`src/rtl/load_store_unit.sv`:
```
// Load/store stage: one byte/half/word access per op to a word-wide memory over req/ack.
// Latency: op_valid -> done is 1 edge on a fault, and at least 2 edges when memory is accessed.
// Backpressure: busy is high while a request is outstanding; op_valid seen while busy is dropped.
module load_store_unit #(
  parameter int TIMEOUT_CYCLES = 16
) (
  input  logic        clk,
  input  logic        rst_n,
  input  logic        op_valid,
  input  logic        op_we,
  input  logic [2:0]  funct3,
  input  logic [31:0] addr,
  input  logic [31:0] store_data,
  output logic        busy,
  output logic        done,
  output logic [31:0] load_data,
  output logic        fault,
  output logic        bus_err,
  output logic        mem_req,
  output logic        mem_we,
  output logic [31:0] mem_addr,
  output logic [3:0]  mem_be,
  output logic [31:0] mem_wdata,
  input  logic [31:0] mem_rdata,
  input  logic        mem_ack
);

  typedef enum logic {IDLE, REQ} state_t;

  // A timeout of 0 turns the watchdog off; TO_LAST is then never compared.
  localparam bit         TO_EN   = (TIMEOUT_CYCLES != 0);
  localparam logic [7:0] TO_LAST = 8'(TIMEOUT_CYCLES - 1);

  state_t      state, state_nxt;
  logic [7:0]  cnt;
  logic        we_r;
  logic [2:0]  f3_r;
  logic [1:0]  off_r;
  logic [31:0] addr_r, wdata_r;
  logic [3:0]  be_r;

  logic        legal;
  logic        fin_ok, fin_fault, fin_to;
  logic [3:0]  be_nxt;
  logic [31:0] wdata_nxt, shifted, ld_ext;

  // Legality: encoding must be valid for the direction, and H/W must be naturally aligned.
  always_comb begin
    legal = 1'b0;
    case (funct3)
      3'b000:  legal = 1'b1;
      3'b001:  legal = ~addr[0];
      3'b010:  legal = (addr[1:0] == 2'b00);
      3'b100:  legal = ~op_we;
      3'b101:  legal = ~op_we & ~addr[0];
      default: legal = 1'b0;
    endcase
  end

  // Store lane steering: replicate data into every lane so memory picks it via byte enables.
  always_comb begin
    be_nxt    = 4'b1111;
    wdata_nxt = store_data;
    if (op_we) begin
      case (funct3[1:0])
        2'b00: begin
          be_nxt    = 4'b0001 << addr[1:0];
          wdata_nxt = {4{store_data[7:0]}};
        end
        2'b01: begin
          be_nxt    = 4'b0011 << addr[1:0];
          wdata_nxt = {2{store_data[15:0]}};
        end
        default: begin
          be_nxt    = 4'b1111;
          wdata_nxt = store_data;
        end
      endcase
    end
  end

  // Load alignment and extension, using the offset and size latched at issue.
  always_comb begin
    shifted = mem_rdata >> {off_r, 3'b000};
    case (f3_r)
      3'b000:  ld_ext = {{24{shifted[7]}}, shifted[7:0]};
      3'b100:  ld_ext = {24'h0, shifted[7:0]};
      3'b001:  ld_ext = {{16{shifted[15]}}, shifted[15:0]};
      3'b101:  ld_ext = {16'h0, shifted[15:0]};
      default: ld_ext = shifted;
    endcase
  end

  // State register; reset abandons any outstanding request.
  always_ff @(posedge clk or negedge rst_n) begin
    if (!rst_n) state <= IDLE;
    else        state <= state_nxt;
  end

  // Next state and completion strobes; an ack beats a simultaneous timeout.
  always_comb begin
    state_nxt = state;
    fin_ok    = 1'b0;
    fin_fault = 1'b0;
    fin_to    = 1'b0;
    case (state)
      IDLE: begin
        if (op_valid) begin
          if (legal) state_nxt = REQ;
          else       fin_fault = 1'b1;
        end
      end
      REQ: begin
        if (mem_ack) begin
          state_nxt = IDLE;
          fin_ok    = 1'b1;
        end else if (TO_EN && (cnt == TO_LAST)) begin
          state_nxt = IDLE;
          fin_to    = 1'b1;
        end
      end
      default: state_nxt = IDLE;
    endcase
  end

  // Request fields, watchdog counter, result register and completion pulses.
  always_ff @(posedge clk or negedge rst_n) begin
    if (!rst_n) begin
      cnt       <= 8'h0;
      we_r      <= 1'b0;
      f3_r      <= 3'b0;
      off_r     <= 2'b0;
      addr_r    <= 32'h0;
      be_r      <= 4'h0;
      wdata_r   <= 32'h0;
      load_data <= 32'h0;
      done      <= 1'b0;
      fault     <= 1'b0;
      bus_err   <= 1'b0;
    end else begin
      done    <= fin_ok | fin_fault | fin_to;
      fault   <= fin_fault;
      bus_err <= fin_to;
      if (state == IDLE && op_valid && legal) begin
        cnt     <= 8'h0;
        we_r    <= op_we;
        f3_r    <= funct3;
        off_r   <= addr[1:0];
        addr_r  <= {addr[31:2], 2'b00};
        be_r    <= be_nxt;
        wdata_r <= wdata_nxt;
      end else if (state == REQ) begin
        cnt <= cnt + 8'h1;
      end
      if (fin_ok && !we_r) load_data <= ld_ext;
    end
  end

  assign busy      = (state == REQ);
  assign mem_req   = (state == REQ);
  assign mem_we    = (state == REQ) & we_r;
  assign mem_addr  = addr_r;
  assign mem_be    = be_r;
  assign mem_wdata = wdata_r;

endmodule

```
`config.mk`:
```
export PLATFORM = sky130hd
export DESIGN_NAME = load_store_unit
export DESIGN_NICKNAME = d
export VERILOG_FILES = /design/src/rtl/load_store_unit.sv
export SDC_FILE = /design/constraint.sdc
export NUM_CORES = 1
export LEC_CHECK = 0
export ABC_CLOCK_PERIOD_IN_PS = 3750
export BUFFER_PORTS_ARGS = -buffer_cell sky130_fd_sc_hd__buf_2
export CORE_AREA = 2 2 118 97
export DETAILED_ROUTE_END_ITERATION = 8
export DIE_AREA = 0 0 120 99
export HOLD_SLACK_MARGIN = 0.12
export PLACE_DENSITY = 0.87
export SYNTH_ARGS = -nofsm -noshare
export SYNTH_HDL_FRONTEND = slang
export SYNTH_SLANG_ARGS = --single-unit
```
`constraint.sdc`:
```
create_clock -name clk -period 3.75 [get_ports clk]
set_clock_uncertainty 0.15 [all_clocks]
set_input_delay 0.1875 -clock clk [delete_from_list [all_inputs] [get_ports clk]]
set_output_delay 0.1875 -clock clk [all_outputs]
set_load 0.01 [all_outputs]
```
-- Word level (Yosys, flattened, before mapping)
Index checks and enable logic that the tools add are counted.
- reductions and logical operators: 9
- muxes and demuxes: 21
- eq/ne operators: 9
- bitwise gates (word level): 7
- add/subtract/negate cells: 1
- shift-type cells: 3
- operators by type and width (cell ; count):
    $pmux W32 S4 ; 1
    $pmux W32 S2 ; 1
    $mux W32 ; 1
    $shr A32 B5 Y32 ; 1
    $mux W8 ; 2
    $eq A3 B3 Y1 const B ; 4
    $mux W1 ; 12
    $add A8 B1 Y8 const B ; 1
    $eq A8 B4 Y1 const B ; 1
    $pmux W4 S2 ; 1
    $eq A3 B1 Y1 const B ; 2
    $logic_not A3 Y1 ; 2
    $pmux W1 S5 ; 1
    $logic_not A2 Y1 ; 2
    $mux W4 ; 1
    $shl A1 B2 Y4 const A ; 1
    $shl A2 B2 Y4 const A ; 1
    $eq A3 B2 Y1 const B ; 1
    $logic_and A1 B1 Y1 ; 3
    $not A1 Y1 ; 3
    $and A1 B1 Y1 ; 2
    $eq A2 B1 Y1 const B ; 1
    $or A1 B1 Y1 ; 2
    $pmux W1 S2 ; 1
    2 further kinds ; 2
- flip-flop bits (word level): 116
- word-level logic and storage cells: 62
- input bits: 104

-- Longest topological paths before layout
Gate-level depths: netlist (run 1).
- depth in word-level cells: 8
- mapped depth: 6

-- Worst setup path before layout (run 1)
Ideal clock, no wire load.
- path kind: flip-flop to flip-flop
- start: register off_r[1]
- end: register load_data[23]
- path buffers: 2
- library setup time: 104 ps
- arrival: 1829 ps
- slack: 1668 ps
- stages on the path, launching flop included: 6
- cell sequence: dfrtp_1 -> clkbuf_1 -> mux4_2 -> or4_1 -> buf_2 -> o311ai_1
- word-level cells in the longest chain between the ends: 2
- RTL lines (what ; RTL line ; source):
    start: declaration ; 38 ; logic [1:0] off_r;
    start signal: assignment ; 148 ; off_r <= addr[1:0];
    $shr A32 B5 Y32 ; 84 ; shifted = mem_rdata >> {off_r, 3'b000};
    $pmux W32 S4 ; 85 ; case (f3_r)
    end signal: assignment ; 155 ; if (fin_ok && !we_r) load_data <= ld_ext;
    end: declaration ; 16 ; output logic [31:0] load_data,
No other way between the ends.
A chain may end at the register's enable or synchronous reset.

-- Worst setup path after layout (run 1)
- start: input addr[0]
- end: register wdata_r[31], in the netlist mem_wdata[31]
- word-level cells in the longest chain between the ends: 4
- RTL lines (what ; RTL line ; source):
    start: declaration ; 12 ; input logic [31:0] addr,
    $not A1 Y1 ; 52, 55 ;
    $and A1 B1 Y1 ; 55 ; 3'b101: legal = ~op_we & ~addr[0];
    $pmux W1 S5 (*) ; 50 ; case (funct3)
    $logic_and A1 B1 Y1 (*) ; 144 ; if (state == IDLE && op_valid && legal) begin
    end signal: assignment ; 151 ; wdata_r <= wdata_nxt;
    end: declaration ; 39 ; logic [31:0] addr_r, wdata_r;
Mark *: on every way between the ends. The rest lies on a longest branch, timed or not.

==> impl_metrics.json, run 1 <==
{
  "worst_skew_pair.late_latency_ps": 400,
  "detailedPlace.worstSlack_ps": 1180,
  "rr_startpoint": "busy$_DFF_PN0_",
  "grt_max_degree": 93,
  "busiest_layer": "met2",
  "ys_dominant_reg_cell": "dfrtp_1",
  "cts-buffers-inserted": 17,
  "worstMarginPinSlew_ps": 1050,
  "synth_cell_type_count": 40,
  "drt_wl_total_um": 17700,
  "worstPathArrival_ps": 2990,
  "detailedRoute.firstIterationViolations": 429,
  "yosys.area.top_type_share": 0.549,
  "cts.hold.buffers_added": 101,
  "timing.hold.worst.class": "in2reg",
  "dr_total_vias": 5190,
  "syn-instance-count": 483,
  "cap_violations": 0,
  "synth_simple_gate_area_share": 0.138,
  "power_per_cell_area_nw_per_um2": 644,
  "grt_use_total": 0.301,
  "final_min_period_over_clock_period": 0.748,
  "worst_setup_path_end_kind": "flop",
  "detail_route.vias_per_cell": 5.52,
  "mean_syn_cell_area_um2": 10.9,
  "slew-limit-headroom": 0.298,
  "synthMuxAreaShare": 0.164,
  "power.leakage_nw": 3.93,
  "largest_family_of_logic_cells_by_synthesized_area": "multiplexers",
  "synth_top_cell_by_area": "dfrtp_1",
  "cts_tree": "built",
  "period_minus_slack_ps": 2800,
  "antenna_violations_before_repair": 1,
  "layout_setup_ws_ps": 947,
  "globalRouteMet3Util": 0.0822,
  "worst-r2r-cell-count": 4,
  "io_pins": 210,
  "number_of_cell_rows": 34,
  "cts_root_buf": "clkbuf_16",
  "synth-edff-count": 0,
  "required_ps": 3930,
  "share_of_final_layout_standard_cells_stronger_than_drive_strength_1": 0.381,
  "grt_pass1_vias": 5455,
  "synth_compound_area_frac": 0.104,
  "worst_setup_hold_path_clk_slew_ps": 60,
  "status": "finished, final reports clean",
  "vdd.ir_drop.worst_uv": 384,
  "start_util": 0.495,
  "rrSetupSlack_ps": 1090,
  "core_area_um2": 10700,
  "htreeDepth": 4,
  "die_x_um": 120,
  "cts_resized": 0,
  "regToRegEndpoint": "load_data[27]$_DFFE_PN0P_",
  "synth_xor_xnor_area_share": 0.0116,
  "post_synth_main_area_contributors": "dfrtp_1 55%, mux2_2 11%, mux2i_1 4.9%",
  "aggregate_negative_setup_slack_ps": 0,
  "rsz0062_at_grt": "false",
  "sequential_cell_area_fraction_in_the_yosys_report": 0.549,
  "critPathMaxFanout": 92,
  "port_buffers": 207,
  "achievable-frequency_mhz": 357,
  "share_of_synthesized_registers_carrying_an_async_set_or_reset": 1.00,
  "timing_hold_violations_final": 0,
  "setup.worst_path.end": "mem_wdata[31]$_DFFE_PN0N_",
  "synthesis.area_um2": 5290,
  "postCtsSetupBuffers": 0,
  "globalRoute.totalOverflow": 0,
  "die_height_um": 99,
  "yosys_warnings": 0,
  "finalWeightedCongestion": 0.891,
  "grt_pass1_wl_um": 27700,
  "crit_path_start_kind": "input port",
  "dpl.hpwl_um": 10200,
  "max-clock-path-buffers": 2,
  "drt.antenna.violating_nets": 0,
  "groute.layer.met1.usage": 0.352,
  "design.die.area_um2": 11900,
  "area_growth_syn_to_layout_pct": 52.0,
  "nets_final": 887,
  "fillCellCount": 637,
  "dr_pass1_iterations": 6,
  "finalSetupViolations": 0,
  "wl_per_cell_um": 18.8,
  "adder_cell_area_share_of_the_yosys_netlist": 0.00237,
  "critical_path_class": "in2reg",
  "crit_path_start": "addr[0]",
  "drc": 0,
  "clkSinkCount": 116,
  "ys_ff_latch": 116,
  "global_route.usage.met2": 0.513,
  "final_number_of_max_transition_violations": 0
}
## area by class of cell
type	instances	area (um^2)	area share
antenna	1	2.50	0.000311
clock buffer	18	439	0.0546
clock inverter	14	165	0.0205
inverter	2	7.51	0.000934
multi-input combinational	332	2240	0.279
sequential	116	2900	0.361
tap	144	180	0.0224
timing repair buffer	313	2100	0.261
## where the power goes
group	switching [W]	internal (W)	total (W)
clock network	0.000627	0.00102	0.00164
logic	0.000819	0.000756	0.00157
registers	0.000304	0.00166	0.00196
total	0.00175	0.00343	0.00518
## Yosys cell counts, drive strengths merged, types with 5 or more instances
master,count
a211oi,8
a21oi,16
a221o,8
and2,9
buf,10
clkbuf,24
dfrtp,116
mux2,52
mux2i,26
nand2,48
nand3,14
nand4,5
nor2,53
nor2b,14
o21ai,32
o31ai,16
## registers in the layout, indices dropped and copies added, names as in the netlist
register / count
load_data: 32
mem_wdata: 32
mem_addr: 30
cnt: 8
mem_be: 4
f3_r: 3
off_r: 2
bus_err: 1
busy: 1
done: 1
fault: 1
we_r: 1
## routing by layer
metal  up-vias  part of all wire
li1       2291                 -
met1      2509              0.38
met2       313              0.50
met5         -                 0
met3        77             0.077
met4         0             0.039
## critical path, stage by stage
cell and delay, ps:
dlygate4sd3_1 540, buf_2 180, nor4_1 630, o21ai_4 230, buf_12 260, o31ai_1 280
dlygate4sd3_1 620
## layout by cell type, fill, tap and decap left out, types with 7 or more instances in the layout
cell type | Yosys | routed
dlygate4sd3_1 | 0 | 101
nor2b_1 | 14 | 13
nor2_1 | 53 | 53
inv_6 | 0 | 7
dfrtp_1 | 116 | 116
a21oi_1 | 16 | 16
o31ai_1 | 16 | 16
nand3_1 | 14 | 14
mux2i_1 | 26 | 26
o21ai_0 | 31 | 31
buf_2 | 5 | 206
a221o_1 | 8 | 8
clkbuf_16 | 0 | 17
mux2_2 | 52 | 52
nand2_1 | 48 | 48
and2_1 | 9 | 9
a211oi_1 | 8 | 8
## through the flow
stage / util / area, um^2 / std cells / hold slack (ps) / power, W
6_report: 0.753 / 8040 / 940 / 141 / 0.00518
2_1_floorplan: - / 5290 / 484 / -258 / 0.00270
5_1_grt: 0.753 / 8040 / 940 / 136 / 0.00543
3_3_place_gp: 0.601 / 6420 / 806 / 268 / 0.00327
4_1_cts: 0.753 / 8040 / 939 / 120 / 0.00512
3_5_place_dp: 0.601 / 6420 / 806 / 273 / 0.00335
## kinds of logic after synthesis
group                    count (synthesis)
multiplexers                            79
AND/OR/NAND/NOR                        157
buffers and inverters                   36
AO/OA/AOI/OAI                           86
XOR/XNOR                                 7
other                                    1
adder cells (fa/ha/maj)                  1
flip-flops                             116
## worst min path at each step
stage / startpoint / end / cells after the start
final: mem_rdata[17] / load_data[17]$_DFFE_PN0P_ / 4
after global routing: mem_rdata[17] / load_data[17]$_DFFE_PN0P_ / 4
after CTS: mem_rdata[17] / load_data[17]$_DFFE_PN0P_ / 4
after detailed placement: addr[13] / mem_addr[13]$_DFFE_PN0N_ / 2
after global placement: rst_n / cnt[5]$_DFFE_PN0P_ / 1
after floorplan: rst_n / bus_err$_DFF_PN0_ / 0
(Power assumes the default switching activity.)
==> run 2: changes to the inputs <==
==> config.mk (replaced) <==
export PLATFORM = sky130hd
export DESIGN_NAME = load_store_unit
export DESIGN_NICKNAME = d
export VERILOG_FILES = /design/src/rtl/load_store_unit.sv
export SDC_FILE = /design/constraint.sdc
export NUM_CORES = 1
export LEC_CHECK = 0
export ABC_CLOCK_PERIOD_IN_PS = 2600
export BUFFER_PORTS_ARGS = -buffer_cell sky130_fd_sc_hd__buf_2
export CORE_AREA = 2 2 120 98
export DETAILED_ROUTE_END_ITERATION = 8
export DIE_AREA = 0 0 122 100
export HOLD_SLACK_MARGIN = 0.12
export PLACE_DENSITY = 0.85
export SYNTH_ARGS = -nofsm -noshare
export SYNTH_HDL_FRONTEND = slang
export SYNTH_SLANG_ARGS = --single-unit
==> constraint.sdc (replaced) <==
create_clock -name clk -period 2.6 [get_ports clk]
set_clock_uncertainty 0.15 [all_clocks]
set_input_delay 0.13 -clock clk [delete_from_list [all_inputs] [get_ports clk]]
set_output_delay 0.13 -clock clk [all_outputs]
set_load 0.01 [all_outputs]
==> run 2 against run 1 <==
Effect of this change: core utilization is 1.2 points lower; hold slack worse by 16 ps; global-route usage is 0.30 points higher; non-clock buffer count is 22 higher; total power is 45% higher; worst setup slack worse by 850 ps; via count is 2.3% higher; final cell count is 2.9% higher; largest cell class unchanged.
==> impl_metrics.json, run 2 (synthesis results as in run 1) <==
{
  "dpl.hpwl_um": 10300,
  "slew-limit-headroom": 0.345,
  "worst-r2r-cell-count": 7,
  "cts-buffers-inserted": 17,
  "layout.area.seq_um2": 2900,
  "nets_final": 909,
  "aggregate_negative_setup_slack_ps": 0,
  "rr_startpoint": "off_r[0]$_DFFE_PN0N_",
  "min_to": "load_data[23]$_DFFE_PN0P_",
  "die_x_um": 122,
  "crit_path_start_kind": "input port",
  "worst_setup_path_end_kind": "flop",
  "core_area_um2": 11200,
  "max-clock-path-buffers": 2,
  "worstMarginPinSlew_ps": 980,
  "antenna_violations_before_repair": 0,
  "start_util": 0.474,
  "cap_violations": 0,
  "drt.antenna.violating_nets": 0,
  "detailedRoute.firstIterationViolations": 386,
  "worstPathArrival_ps": 2700,
  "period_minus_slack_ps": 2510,
  "design.die.area_um2": 12200,
  "htreeDepth": 4,
  "number_of_cell_rows": 35,
  "timing.hold.worst.class": "in2reg",
  "required_ps": 2800,
  "port_buffers": 207,
  "fin_worst_hold_slack_ps": 125,
  "most_common_cell_after_layout_fill_and_taps_aside": "buf_2",
  "post-place-cells": 818,
  "finalSetupViolations": 0,
  "critPathMaxFanout": 91,
  "final_cell_mix": "206 x buf_2, 115 x dfrtp_1, 113 x dlygate4sd3_1, 53 x nor2_1, 52 x mux2_2",
  "area_occupied_by_multi_input_gates_um2": 2270,
  "dr_total_vias": 5311,
  "globalRoute.totalOverflow": 0,
  "rrSetupSlack_ps": 140,
  "power_per_cell_area_nw_per_um2": 909,
  "rsz0062_at_grt": "false",
  "fillCellCount": 719,
  "layout.cell_area.non_filler_um2": 8280,
  "cell_count_final_fillers_out": 967,
  "clkSinkCount": 116,
  "layout_setup_ws_ps": 93.6,
  "drc": 0,
  "area_growth_syn_to_layout_pct": 56.6,
  "final_min_period_over_clock_period": 0.964,
  "cts_root_buf": "clkbuf_16",
  "vdd.ir_drop.worst_uv": 529,
  "cts_tree": "built",
  "dpl-instance-area_um2": 6500,
  "worst_hold_startpoint": "mem_rdata[23]",
  "dr_pass1_iterations": 6,
  "final_number_of_max_transition_violations": 0,
  "worst_setup_hold_path_clk_slew_ps": 50,
  "wl_per_cell_um": 18.9,
  "critical_path_class": "in2reg",
  "grt_pass1_wl_um": 28200,
  "worst_skew_pair.late_latency_ps": 410,
  "grt_max_degree": 92,
  "power.leakage_nw": 4.04,
  "detail_route.vias_per_cell": 5.49,
  "share_of_final_layout_standard_cells_stronger_than_drive_strength_1": 0.384,
  "status": "finished, final reports clean",
  "drt_wl_total_um": 18200,
  "regToRegEndpoint": "load_data[2]$_DFFE_PN0P_",
  "detailedPlace.worstSlack_ps": 400,
  "achievable-frequency_mhz": 399,
  "timing_hold_violations_final": 0,
  "grt_pass1_vias": 5548,
  "finalWeightedCongestion": 0.891,
  "grt_use_total": 0.304,
  "io_pins": 210,
  "die_height_um": 100,
  "worstHoldPathCells": 3
}
-- run 2: cell count changes in the layout (fill, tap and decap cells not counted), moves of 2 or more --
| cell | previous run | this run |
|---|---|---|
| buf_4 | 5 | 14 |
| clkbuf_1 | 0 | 2 |
| clkinv_2 | 0 | 5 |
| clkinv_4 | 5 | 1 |
| diode_2 | 1 | 3 |
| dlygate4sd3_1 | 101 | 113 |
| inv_6 | 7 | 0 |
-- run 2: per-layer routing --
layer	share of wire	GRT usage
met1	0.37	0.348
met2	0.51	0.511
met3	0.078	0.0875
met4	0.042	0.173
met5	0	0
-- run 2: worst max path at each step --
stage | from | to | slack [ps] | depth (start not counted)
floorplan | off_r[1]$_DFFE_PN0N_ | load_data[23]$_DFFE_PN0P_ | 520 | 5
global placement | off_r[0]$_DFFE_PN0N_ | load_data[23]$_DFFE_PN0P_ | 480 | 4
detailed placement | off_r[0]$_DFFE_PN0N_ | load_data[23]$_DFFE_PN0P_ | 400 | 4
CTS | addr[0] | mem_wdata[29]$_DFFE_PN0N_ | 40 | 7
global route | addr[0] | mem_wdata[24]$_DFFE_PN0N_ | 10 | 8
finish | addr[0] | mem_wdata[25]$_DFFE_PN0N_ | 90 | 8
-- run 2: worst max-delay path, cell delays in order --
cell           delay (ps)
dlygate4sd3_1         520
buf_2                 240
a221oi_4              120
o21ai_4               390
buf_12                390
nand2_1               140
o31ai_1               100
dlygate4sd3_1         600
-- run 2: what timing repair did --
action | 4_1_cts | 5_1_grt
endpoints found under the setup margin | 0 | 9
resized for setup | 0 | 5
buffers inserted | 0 | 2
hold endpoints to repair | 220 | 0
hold buffers | 113 | 0
-- run 2: where the power goes --
| part | leakage, nW | switching (W) | internal (W) | total [W] |
|---|---|---|---|---|
| logic | 2.32 | 0.00124 | 0.00115 | 0.00240 |
| clock network | 0.292 | 0.000819 | 0.00154 | 0.00236 |
| registers | 1.43 | 0.000378 | 0.00239 | 0.00277 |
-- run 2: final cells by class --
class                      count  share of cell area
clock buffer                  21              0.0556
multi-input combinational    332               0.275
antenna                        3            0.000907
tap                          148              0.0224
sequential                   116               0.351
timing repair buffer         335               0.279
inverter                       2            0.000907
clock inverter                10              0.0159
-- run 2: per-stage QoR --
| step | total power, W | utilization |
|---|---|---|
| after floorplan | 0.00390 | - |
| after global placement | 0.00475 | 0.582 |
| after detailed placement | 0.00486 | 0.582 |
| after CTS | 0.00743 | 0.736 |
| after global routing | 0.00791 | 0.741 |
| final | 0.00753 | 0.741 |
